**src/rtl/cp0_exc_unit_pkg.sv**
```systemverilog
// Shared CP0 definitions: register numbers, field positions, exception codes
// and the handler entry address used by the F stage.
package cp0_defs;

  localparam logic [4:0] REG_SR    = 5'd12;
  localparam logic [4:0] REG_CAUSE = 5'd13;
  localparam logic [4:0] REG_EPC   = 5'd14;
  localparam logic [4:0] REG_PRID  = 5'd15;

  localparam int IE_BIT  = 0;
  localparam int EXL_BIT = 1;
  localparam int IM_LO   = 10;
  localparam int IM_HI   = 15;
  localparam int IP_LO   = 10;
  localparam int IP_HI   = 15;
  localparam int EXC_LO  = 2;
  localparam int EXC_HI  = 6;
  localparam int BD_BIT  = 31;

  typedef enum logic [4:0] {
    EXC_INT     = 5'd0,
    EXC_ADEL    = 5'd4,
    EXC_ADES    = 5'd5,
    EXC_SYSCALL = 5'd8,
    EXC_RI      = 5'd10,
    EXC_OV      = 5'd12
  } exc_code_e;

  localparam logic [31:0] HANDLER_ADDR = 32'h0000_4180;

  // SR bits that physically exist; every other SR bit reads as zero.
  localparam logic [31:0] SR_IMPL = 32'h0000_FC03;

  // A delay-slot instruction restarts at its branch, one word earlier.
  function automatic logic [31:0] epc_of(input logic [31:0] pc, input logic bd);
    return bd ? pc - 32'd4 : pc;
  endfunction

endpackage

```
**src/rtl/cp0_exc_unit.sv**
```systemverilog
// Coprocessor 0 in the M stage: SR/Cause/EPC/PRId, interrupt vs. exception
// arbitration, and the pipeline-wide flush request Req.
module cp0_exc_unit
  import cp0_defs::*;
#(
  parameter logic [31:0] SR_WMASK = 32'h0000_FC03,
  parameter logic [31:0] PRID_VAL = 32'h2023_0707
) (
  input  logic        clk,
  input  logic        rst,
  input  logic [4:0]  A1,
  input  logic [4:0]  A2,
  input  logic [31:0] Din,
  input  logic        WE,
  input  logic [31:0] pc,
  input  logic        BDIn,
  input  logic [4:0]  ExcCodeIn,
  input  logic [5:0]  HWInt,
  input  logic        EXLClr,
  output logic [31:0] Dout,
  output logic [31:0] EPCout,
  output logic        Req
);

  logic [31:0] sr_q;
  logic        bd_q;
  logic [5:0]  ip_q;
  logic [4:0]  exc_q;
  logic [31:0] epc_q;

  logic        int_req;
  logic        exc_req;
  logic [31:0] sr_wdata;
  logic [31:0] cause_val;

  wire exl = sr_q[EXL_BIT];
  wire ie  = sr_q[IE_BIT];
  wire [5:0] im = sr_q[IM_HI:IM_LO];

  // NOTE: every always_comb output gets a default first so no path leaves it
  // unassigned, which would otherwise infer a latch.
  always_comb begin
    int_req = 1'b0;
    exc_req = 1'b0;
    if (!exl) begin
      int_req = (|(HWInt & im)) & ie;
      exc_req = (ExcCodeIn != 5'd0);
    end
    Req = int_req | exc_req;
  end

  // mtc0 data merged into SR; an eret in the same cycle still wins on EXL.
  always_comb begin
    sr_wdata = ((sr_q & ~SR_WMASK) | (Din & SR_WMASK)) & SR_IMPL;
    if (EXLClr) sr_wdata[EXL_BIT] = 1'b0;
  end

  always_comb begin
    cause_val                 = '0;
    cause_val[BD_BIT]         = bd_q;
    cause_val[IP_HI:IP_LO]    = ip_q;
    cause_val[EXC_HI:EXC_LO]  = exc_q;
  end

  // NOTE: state registers use non-blocking assignments so every register
  // samples the pre-edge values, independent of statement order.
  always_ff @(posedge clk) begin
    if (rst) begin
      sr_q  <= '0;
      bd_q  <= 1'b0;
      ip_q  <= '0;
      exc_q <= '0;
      epc_q <= '0;
    end else begin
      ip_q <= HWInt;
      if (Req) begin
        exc_q          <= int_req ? EXC_INT : ExcCodeIn;
        bd_q           <= BDIn;
        epc_q          <= epc_of(pc, BDIn);
        sr_q[EXL_BIT]  <= 1'b1;
      end else begin
        if (WE && A2 == REG_SR) begin
          sr_q <= sr_wdata;
        end else if (EXLClr) begin
          sr_q[EXL_BIT] <= 1'b0;
        end
        if (WE && A2 == REG_EPC) epc_q <= Din;
      end
    end
  end

  always_comb begin
    unique case (A1)
      REG_SR:    Dout = sr_q & SR_IMPL;
      REG_CAUSE: Dout = cause_val;
      REG_EPC:   Dout = epc_q;
      REG_PRID:  Dout = PRID_VAL;
      default:   Dout = '0;
    endcase
  end

  assign EPCout = epc_q;

endmodule

```
**config.mk**
```make
export PLATFORM = sky130hd
export DESIGN_NAME = cp0_exc_unit
export DESIGN_NICKNAME = d
export VERILOG_FILES = /design/src/rtl/cp0_exc_unit_pkg.sv /design/src/rtl/cp0_exc_unit.sv
export SDC_FILE = /design/constraint.sdc
export NUM_CORES = 1
export LEC_CHECK = 0
export ABC_AREA = 1
export BUFFER_PORTS_ARGS = -buffer_cell sky130_fd_sc_hd__buf_2
export CORE_MARGIN = 2
export CORE_UTILIZATION = 24
export DETAILED_ROUTE_END_ITERATION = 6
export SYNTH_ARGS = -nofsm -noshare
export SYNTH_HDL_FRONTEND = slang
export SYNTH_SLANG_ARGS = --single-unit
```
**constraint.sdc**
```tcl
create_clock -name clk -period 2.8 [get_ports clk]
set_input_delay 0.56 -clock clk [delete_from_list [all_inputs] [get_ports clk]]
set_output_delay 0.56 -clock clk [all_outputs]
set_load 0.05 [all_outputs]
```
==> flow_metrics.py, run 1 <==
metrics = {
    "synth": {
        "yosys-top-cells-area": "sky130_fd_sc_hd__dfxtp_1 (29%), sky130_fd_sc_hd__nand2_1 (18%), sky130_fd_sc_hd__nor2_1 (9.1%)",
        "post-synth-top-area-cell": "sky130_fd_sc_hd__dfxtp_1",
        "synth_cell_type_count": 38,
        "postSynthRegisterBits": 52,
        "synth_top_area_share_pct": 29.21,
        "ys_warn_count": 0,
        "seq_total_area_yosys_pct": 29.21,
        "synthesis.nets": 669,
        "syn_area_um2": 3563,
        "synthesis.instances": 578,
        "post_synth.cell_area_avg_um2": 6.165,
    },
    "sta": {
        "final.setup.tns_ns": 0,
        "report.final.hold_viol_count": 0,
        "min_period_over_period_pct": 84.99,
        "worst_pin_slew_ns": 0.7307,
        "setup-violations-final": 0,
        "slew_viol_final": 0,
        "fmax_ghz": 0.4202,
        "timing.final.crit_period_ns": 2.380,
        "grt_setup_unrepaired": "false",
        "skew_ns": 0.008235,
        "tightest_slew_margin_relative_to_the_limit_pct": 51.23,
    },
    "routing": {
        "drc_errors": 0,
        "drt_pass1_iterations": 5,
        "detailroute.via_count": 4110,
        "post_route_antenna_net_violation_count": 0,
        "route.final.wire_length_um": 13350,
        "detail_route.vias_per_cell": 4.507,
        "drt_iter0_markers": 180,
        "drt-wirelength-per-cell_um": 14.63,
    },
    "layout": {
        "num_antenna_cells": 0,
        "finish.net_count": 818,
        "layout_commonest_cell": "sky130_fd_sc_hd__nand2_1",
        "fraction_of_layout_cells_with_a_size_suffix_above_1_pct": 28.98,
        "area_growth_syn_to_layout_pct": 31.50,
        "layout.core_utilization_pct": 32.24,
        "mostFrequentLayoutCells": "sky130_fd_sc_hd__nand2_1 (170), sky130_fd_sc_hd__buf_2 (154), sky130_fd_sc_hd__nor2_1 (86)",
    },
    "pwr": {
        "cellPowerDensity_nw_per_um2": 442.3,
        "vdd_drop_max_v": 0.0002335,
        "static-leakage-power_nw": 2.373,
    },
    "cts": {
        "htreeDepth": 2,
        "numCtsBuffers": 5,
        "holdBufCountCts": 0,
        "clk_transition_reported_paths_ns": 0.08,
        "numClockSinks": 52,
        "post_cts_buffers": 0,
        "clock_path_buffers": 2,
        "library_cell_used_as_clock_root_buffer": "sky130_fd_sc_hd__clkbuf_16",
        "cts_tree": "built",
        "clk_latency_ns": 0.30,
        "postCtsResizedCells": 0,
    },
    "floorplan": {
        "fp.dieArea_um2": 15840,
        "row_count": 44,
        "io_pins": 155,
        "die-width_um": 125.9,
        "initial_utilization_pct": 24.52,
        "core_region_area_um2": 14530,
        "floorplan.die.height_um": 125.9,
    },
    "run": {
        "drv_cap": 0,
    },
    "grt": {
        "globalRouteTotalUtil_pct": 16.80,
        "first_pass_grt_wire_length_um": 20940,
        "grt_overflow_total": 0,
        "number_of_antenna_violations_at_the_first_check_in_global_routing": 0,
        "grt_start_max_net_pins": 41,
        "first_global_vias": 3888,
    },
    "setup_path": {
        "critPathSlowestCell": "sky130_fd_sc_hd__inv_1",
        "crit_top_cell": "sky130_fd_sc_hd__nand2_1",
        "critPathArrivalTime_ns": 1.82,
        "cp-end-kind": "output port",
        "timing.critical_path.required_ns": 2.24,
        "critical_path_peak_fanout": 12,
        "peak_per_stage_delay_on_the_critical_path_ns": 0.33,
        "worstSetupPathType": "in2out",
        "worst_setup_path_start_kind": "input pin",
        "critical_path.cell_chain": "buf_2 -> nand2_1 -> nor2_1 -> nand2_1 -> inv_1 -> nand2_1 -> nand3_1 -> buf_2",
    },
    "worst_hold_path": {
        "hold_class": "reg2reg",
    },
    "place": {
        "portBuffers": 154,
        "hpwlAfterDp_um": 10820,
        "place.gp.congestion": 0.8611,
    },
    "outcome": {
        "run_status": "finished, final reports clean",
    },
}
routing by layer:
| metal | track usage [%] | vias to the layer above | wire length (um) |
|---|---|---|---|
| met3 | 4.206 | 12 | 924 |
| met2 | 26.23 | 144 | 5740 |
| met4 | 4.783 | 0 | 262 |
| met5 | 0 | - | 0 |
| li1 | - | 2145 | - |
| met1 | 23.04 | 1809 | 6417 |
cells in the mapped netlist:
master and number:
sky130_fd_sc_hd__nand2_1 170, sky130_fd_sc_hd__nor2_1 86, sky130_fd_sc_hd__inv_1 61, sky130_fd_sc_hd__dfxtp_1 52, sky130_fd_sc_hd__a21oi_1 29, sky130_fd_sc_hd__nand3_1 29, sky130_fd_sc_hd__o21ai_0 25, sky130_fd_sc_hd__o21ai_1 16
sky130_fd_sc_hd__buf_2 11, sky130_fd_sc_hd__nand4_1 9, sky130_fd_sc_hd__nor2_4 8, sky130_fd_sc_hd__a31oi_1 6, sky130_fd_sc_hd__inv_2 6, sky130_fd_sc_hd__nor2_2 6, sky130_fd_sc_hd__xnor2_1 6, sky130_fd_sc_hd__a22o_1 5
sky130_fd_sc_hd__clkbuf_1 5, sky130_fd_sc_hd__nor3_1 5, sky130_fd_sc_hd__xor2_1 5, sky130_fd_sc_hd__buf_6 4, sky130_fd_sc_hd__a211oi_1 3, sky130_fd_sc_hd__a21oi_2 3, sky130_fd_sc_hd__nand2_2 3, sky130_fd_sc_hd__nand2_4 3
sky130_fd_sc_hd__nand3_2 3, sky130_fd_sc_hd__o21bai_1 3, sky130_fd_sc_hd__a211oi_2 2, sky130_fd_sc_hd__o211ai_1 2, sky130_fd_sc_hd__o221ai_1 2, sky130_fd_sc_hd__or2_2 2, sky130_fd_sc_hd__a21o_1 1, sky130_fd_sc_hd__and2_2 1
sky130_fd_sc_hd__buf_1 1, sky130_fd_sc_hd__buf_4 1, sky130_fd_sc_hd__ha_1 1, sky130_fd_sc_hd__nor2_8 1, sky130_fd_sc_hd__nor3_2 1, sky130_fd_sc_hd__nor3_4 1
flip-flops by register name, indices dropped and copies added (netlist names):
name / count
exc_q: 5
ip_q: 6
EPCout: 32
bd_q: 1
sr_q: 8
metrics by stage:
stage | cell area [um^2] | hold WS (ns) | std cells | setup WS, ns | power (mW)
floorplan | 3563 | 0.4405 | 578 | 0.2411 | 1.246
detailed placement | 4541 | 0.4581 | 904 | 0.3999 | 1.465
global placement | 4541 | 0.4590 | 904 | 0.3868 | 1.463
CTS | 4686 | 0.4653 | 912 | 0.3932 | 2.101
global route | 4686 | 0.4826 | 912 | 0.2359 | 2.187
finish | 4686 | 0.4714 | 912 | 0.4202 | 2.072
logic make-up (layout without fill, tap and decap cells):
kind of cell / count (synthesis) / count (layout) / synth area share (%)
AND/OR/NAND/NOR: 328 / 328 / 41.08
AO/OA/AOI/OAI: 97 / 97 / 15.94
buffers and inverters: 89 / 239 / 10.71
flip-flops: 52 / 52 / 29.21
XOR/XNOR: 11 / 11 / 2.704
adder cells (fa/ha/maj): 1 / 1 / 0.3511
report_power, final:
| group | total, mW | internal, mW | leakage (nW) | switching [mW] |
|---|---|---|---|---|
| Clock | 0.628 | 0.334 | 0.0671 | 0.294 |
| Combinational | 0.605 | 0.176 | 1.88 | 0.429 |
| Sequential | 0.839 | 0.796 | 0.431 | 0.0429 |
| Total | 2.07 | 1.31 | 2.37 | 0.766 |
critical path: cells and delay by family:
kind | cells | cell delay [ns]
buffers and inverters | 3 | 0.68
AND/OR/NAND/NOR | 5 | 0.58
path summary, 6_finish.rpt:
path	start	end	slack, ns	cells after the start
worst max register to register	sr_q[14]$_SDFFE_PP0P_	EPCout[31]$_SDFFE_PP0P_	0.82	11
worst max-delay path	A1[3]	Dout[2]	0.42	8
worst min-delay path	exc_q[3]$_SDFFE_PP0N_	exc_q[3]$_SDFFE_PP0N_	0.47	2
worst min register to register	exc_q[3]$_SDFFE_PP0N_	exc_q[3]$_SDFFE_PP0N_	0.47	2
final cells by class:
type,instances,area (um^2)
clock buffers,6,128.9
fillers,1677,9848
well taps,184,230.2
repair buffers,164,870.8
flip-flops and latches,52,1041
multi-input cells,437,2147
inverters,67,251.5
clock inverters,2,16.27
(Power assumes the default switching activity.)
==> inputs of run 2 (changes only) <==
Settings changed: ABC_AREA 1 to 0.
Clock period 2.8 ns to 2.3 ns, I/O delays scaled along.
==> flow_metrics.py, run 2 <==
metrics = {
    "cts": {
        "cts_tree": "built",
        "numCtsBuffers": 5,
        "library_cell_used_as_clock_root_buffer": "sky130_fd_sc_hd__clkbuf_16",
        "htreeDepth": 2,
        "holdBufCountCts": 0,
        "clk_transition_reported_paths_ns": 0.07,
        "post_cts_buffers": 0,
        "numClockSinks": 52,
        "clk_latency_ns": 0.30,
        "clock_path_buffers": 2,
        "postCtsResizedCells": 0,
    },
    "place": {
        "post-place-ws_ns": -0.2118,
        "hpwlAfterDp_um": 11000,
        "portBuffers": 154,
        "place.gp.congestion": 0.8406,
    },
    "sta": {
        "grt_setup_unrepaired": "false",
        "worst_pin_slew_ns": 0.5381,
        "skew_ns": 0.007784,
        "fmax_ghz": 0.4534,
        "report.final.hold_viol_count": 0,
        "timing.final.crit_period_ns": 2.205,
        "min_period_over_period_pct": 95.88,
        "fin_hold_ws_ns": 0.4016,
        "tightest_slew_margin_relative_to_the_limit_pct": 64.09,
        "slew_viol_final": 0,
        "setup-violations-final": 0,
        "fin_ws_ns": 0.09466,
    },
    "setup_path": {
        "r2r_end": "EPCout[29]$_SDFFE_PP0P_",
        "worst_setup_path_start_kind": "input pin",
        "critPathLaunch": "pc[7]",
        "critPathArrivalTime_ns": 2.41,
        "crit_end": "EPCout[16]$_SDFFE_PP0P_",
        "cp-end-kind": "flip-flop",
        "peak_per_stage_delay_on_the_critical_path_ns": 0.66,
        "crit_buf_inv": 1,
        "cp_top_family": "simple AND/OR/NAND/NOR gates",
        "critPathSlowestCell": "sky130_fd_sc_hd__or4_1",
        "worst-r2r-setup-slack_ns": 0.32,
        "critical_path.cell_chain": "buf_2 -> or3_1 -> or4_1 -> or4_1 -> a311oi_1",
        "worstSetupPathType": "in2reg",
        "worstSetupPathDepth": 5,
        "critical_path_peak_fanout": 8,
        "reg2regPathDepth": 5,
        "crit_top_cell": "sky130_fd_sc_hd__or4_1",
        "r2r_start": "sr_q[12]$_SDFFE_PP0P_",
        "timing.critical_path.required_ns": 2.51,
    },
    "floorplan": {
        "initial_utilization_pct": 24.80,
        "die-width_um": 127.0,
        "fp.dieArea_um2": 16130,
        "io_pins": 155,
        "row_count": 44,
        "core_region_area_um2": 14640,
        "floorplan.die.height_um": 127.0,
    },
    "synth": {
        "list_of_most_frequent_post_synthesis_cells": "sky130_fd_sc_hd__dfxtp_1 (52), sky130_fd_sc_hd__clkbuf_1 (46), sky130_fd_sc_hd__nor4_1 (39)",
        "synthesis.nets": 551,
        "synth_cell_type_count": 48,
        "share_of_flip_flops_with_an_asynchronous_set_or_reset_after_synthesis_pct": 0,
        "postSynthRegisterBits": 52,
        "post-synth-top-area-cell": "sky130_fd_sc_hd__dfxtp_1",
        "synthesis.instances": 460,
        "synth-edff-count": 0,
        "post_synth.cell_area_avg_um2": 7.896,
        "seq_total_area_yosys_pct": 28.66,
        "synth_top_area_share_pct": 28.66,
        "syn_area_um2": 3632,
        "postSynth.topFlopCell": "sky130_fd_sc_hd__dfxtp_1",
        "count_leader_synth": "sky130_fd_sc_hd__dfxtp_1",
        "ys_warn_count": 0,
        "yosys-top-cells-area": "sky130_fd_sc_hd__dfxtp_1 (29%), sky130_fd_sc_hd__nor4_1 (6.7%), sky130_fd_sc_hd__o31a_1 (5.5%)",
    },
    "layout": {
        "mostFrequentLayoutCells": "sky130_fd_sc_hd__buf_2 (153), sky130_fd_sc_hd__buf_4 (55), sky130_fd_sc_hd__dfxtp_1 (52)",
        "layout.core_utilization_pct": 34.89,
        "num_antenna_cells": 0,
        "largest_register_ff_count": 32,
        "area_growth_syn_to_layout_pct": 40.65,
        "finish.net_count": 720,
        "fraction_of_layout_cells_with_a_size_suffix_above_1_pct": 38.73,
        "layout_commonest_cell": "sky130_fd_sc_hd__buf_2",
    },
    "routing": {
        "drt_iter0_markers": 229,
        "drt-wirelength-per-cell_um": 17.66,
        "wl_met3_um": 785,
        "post_route_antenna_net_violation_count": 0,
        "highest_layer": "met4",
        "detailroute.wirelength.met2_um": 6779,
        "route.final.wire_length_um": 14370,
        "drt_pass1_iterations": 6,
        "drc_errors": 0,
        "detailroute.via_count": 4322,
        "detail_route.vias_per_cell": 5.310,
        "met1_length_um": 6630,
    },
    "grt": {
        "grt_overflow_total": 0,
        "grt_start_max_net_pins": 44,
        "first_global_vias": 3976,
        "first_pass_grt_wire_length_um": 21750,
        "number_of_antenna_violations_at_the_first_check_in_global_routing": 0,
        "globalRouteTotalUtil_pct": 16.99,
    },
    "outcome": {
        "run_status": "finished, final reports clean",
    },
    "worst_hold_path": {
        "hold_class": "in2reg",
    },
    "pwr": {
        "static-leakage-power_nw": 2.142,
        "vdd_drop_max_v": 0.0002852,
        "cellPowerDensity_nw_per_um2": 512.3,
    },
    "run": {
        "drv_cap": 0,
    },
}
run 2: metrics by stage:
stage	std cells	setup TNS (ns)	cell area [um^2]	power (mW)
after floorplan	460	-0.4455	3690	1.536
after global placement	806	-1.884	4954	1.856
after detailed placement	806	-2.265	4954	1.861
after CTS	814	0	5104	2.632
after global routing	814	0	5109	2.727
final	814	0	5109	2.617
run 2: layout make-up:
class | instances | area, um^2
clock inverter | 1 | 7.507
fill | 1569 | 9535
tap | 184 | 230.2
sequential | 52 | 1041
inverter | 29 | 108.9
timing repair buffer | 212 | 1246
multi-input combinational | 329 | 2332
clock buffer | 7 | 142.6
run 2: routing by layer:
layer / global-route usage [%] / vias up
li1: - / 2135
met1: 23.12 / 2038
met2: 28.62 / 139
met3: 2.178 / 10
met4: 4.202 / 0
met5: 0 / -
run 2: kinds of logic after synthesis:
group                    Yosys count  synth area share, %
adder cells (fa/ha/maj)            1               0.3444
XOR/XNOR                           7                1.688
AO/OA/AOI/OAI                    141                29.80
flip-flops                        52                28.66
multiplexers                      16                4.409
AND/OR/NAND/NOR                  164                26.77
buffers and inverters             79                8.336
run 2: worst min path at each step:
stage / startpoint / endpoint / cells after the start
3_5_place_dp: sr_q[11]$_SDFFE_PP0P_ / sr_q[11]$_SDFFE_PP0P_ / 2
6_report: HWInt[0] / ip_q[0]$_SDFF_PP0_ / 2
5_1_grt: HWInt[0] / ip_q[0]$_SDFF_PP0_ / 2
2_1_floorplan: sr_q[10]$_SDFFE_PP0P_ / sr_q[10]$_SDFFE_PP0P_ / 2
3_3_place_gp: sr_q[10]$_SDFFE_PP0P_ / sr_q[10]$_SDFFE_PP0P_ / 2
4_1_cts: HWInt[0] / ip_q[0]$_SDFF_PP0_ / 2
run 2: power by group:
| part | internal, mW | switching, mW |
|---|---|---|
| combinational | 0.285 | 0.534 |
| clock | 0.435 | 0.339 |
| sequential | 0.969 | 0.0552 |
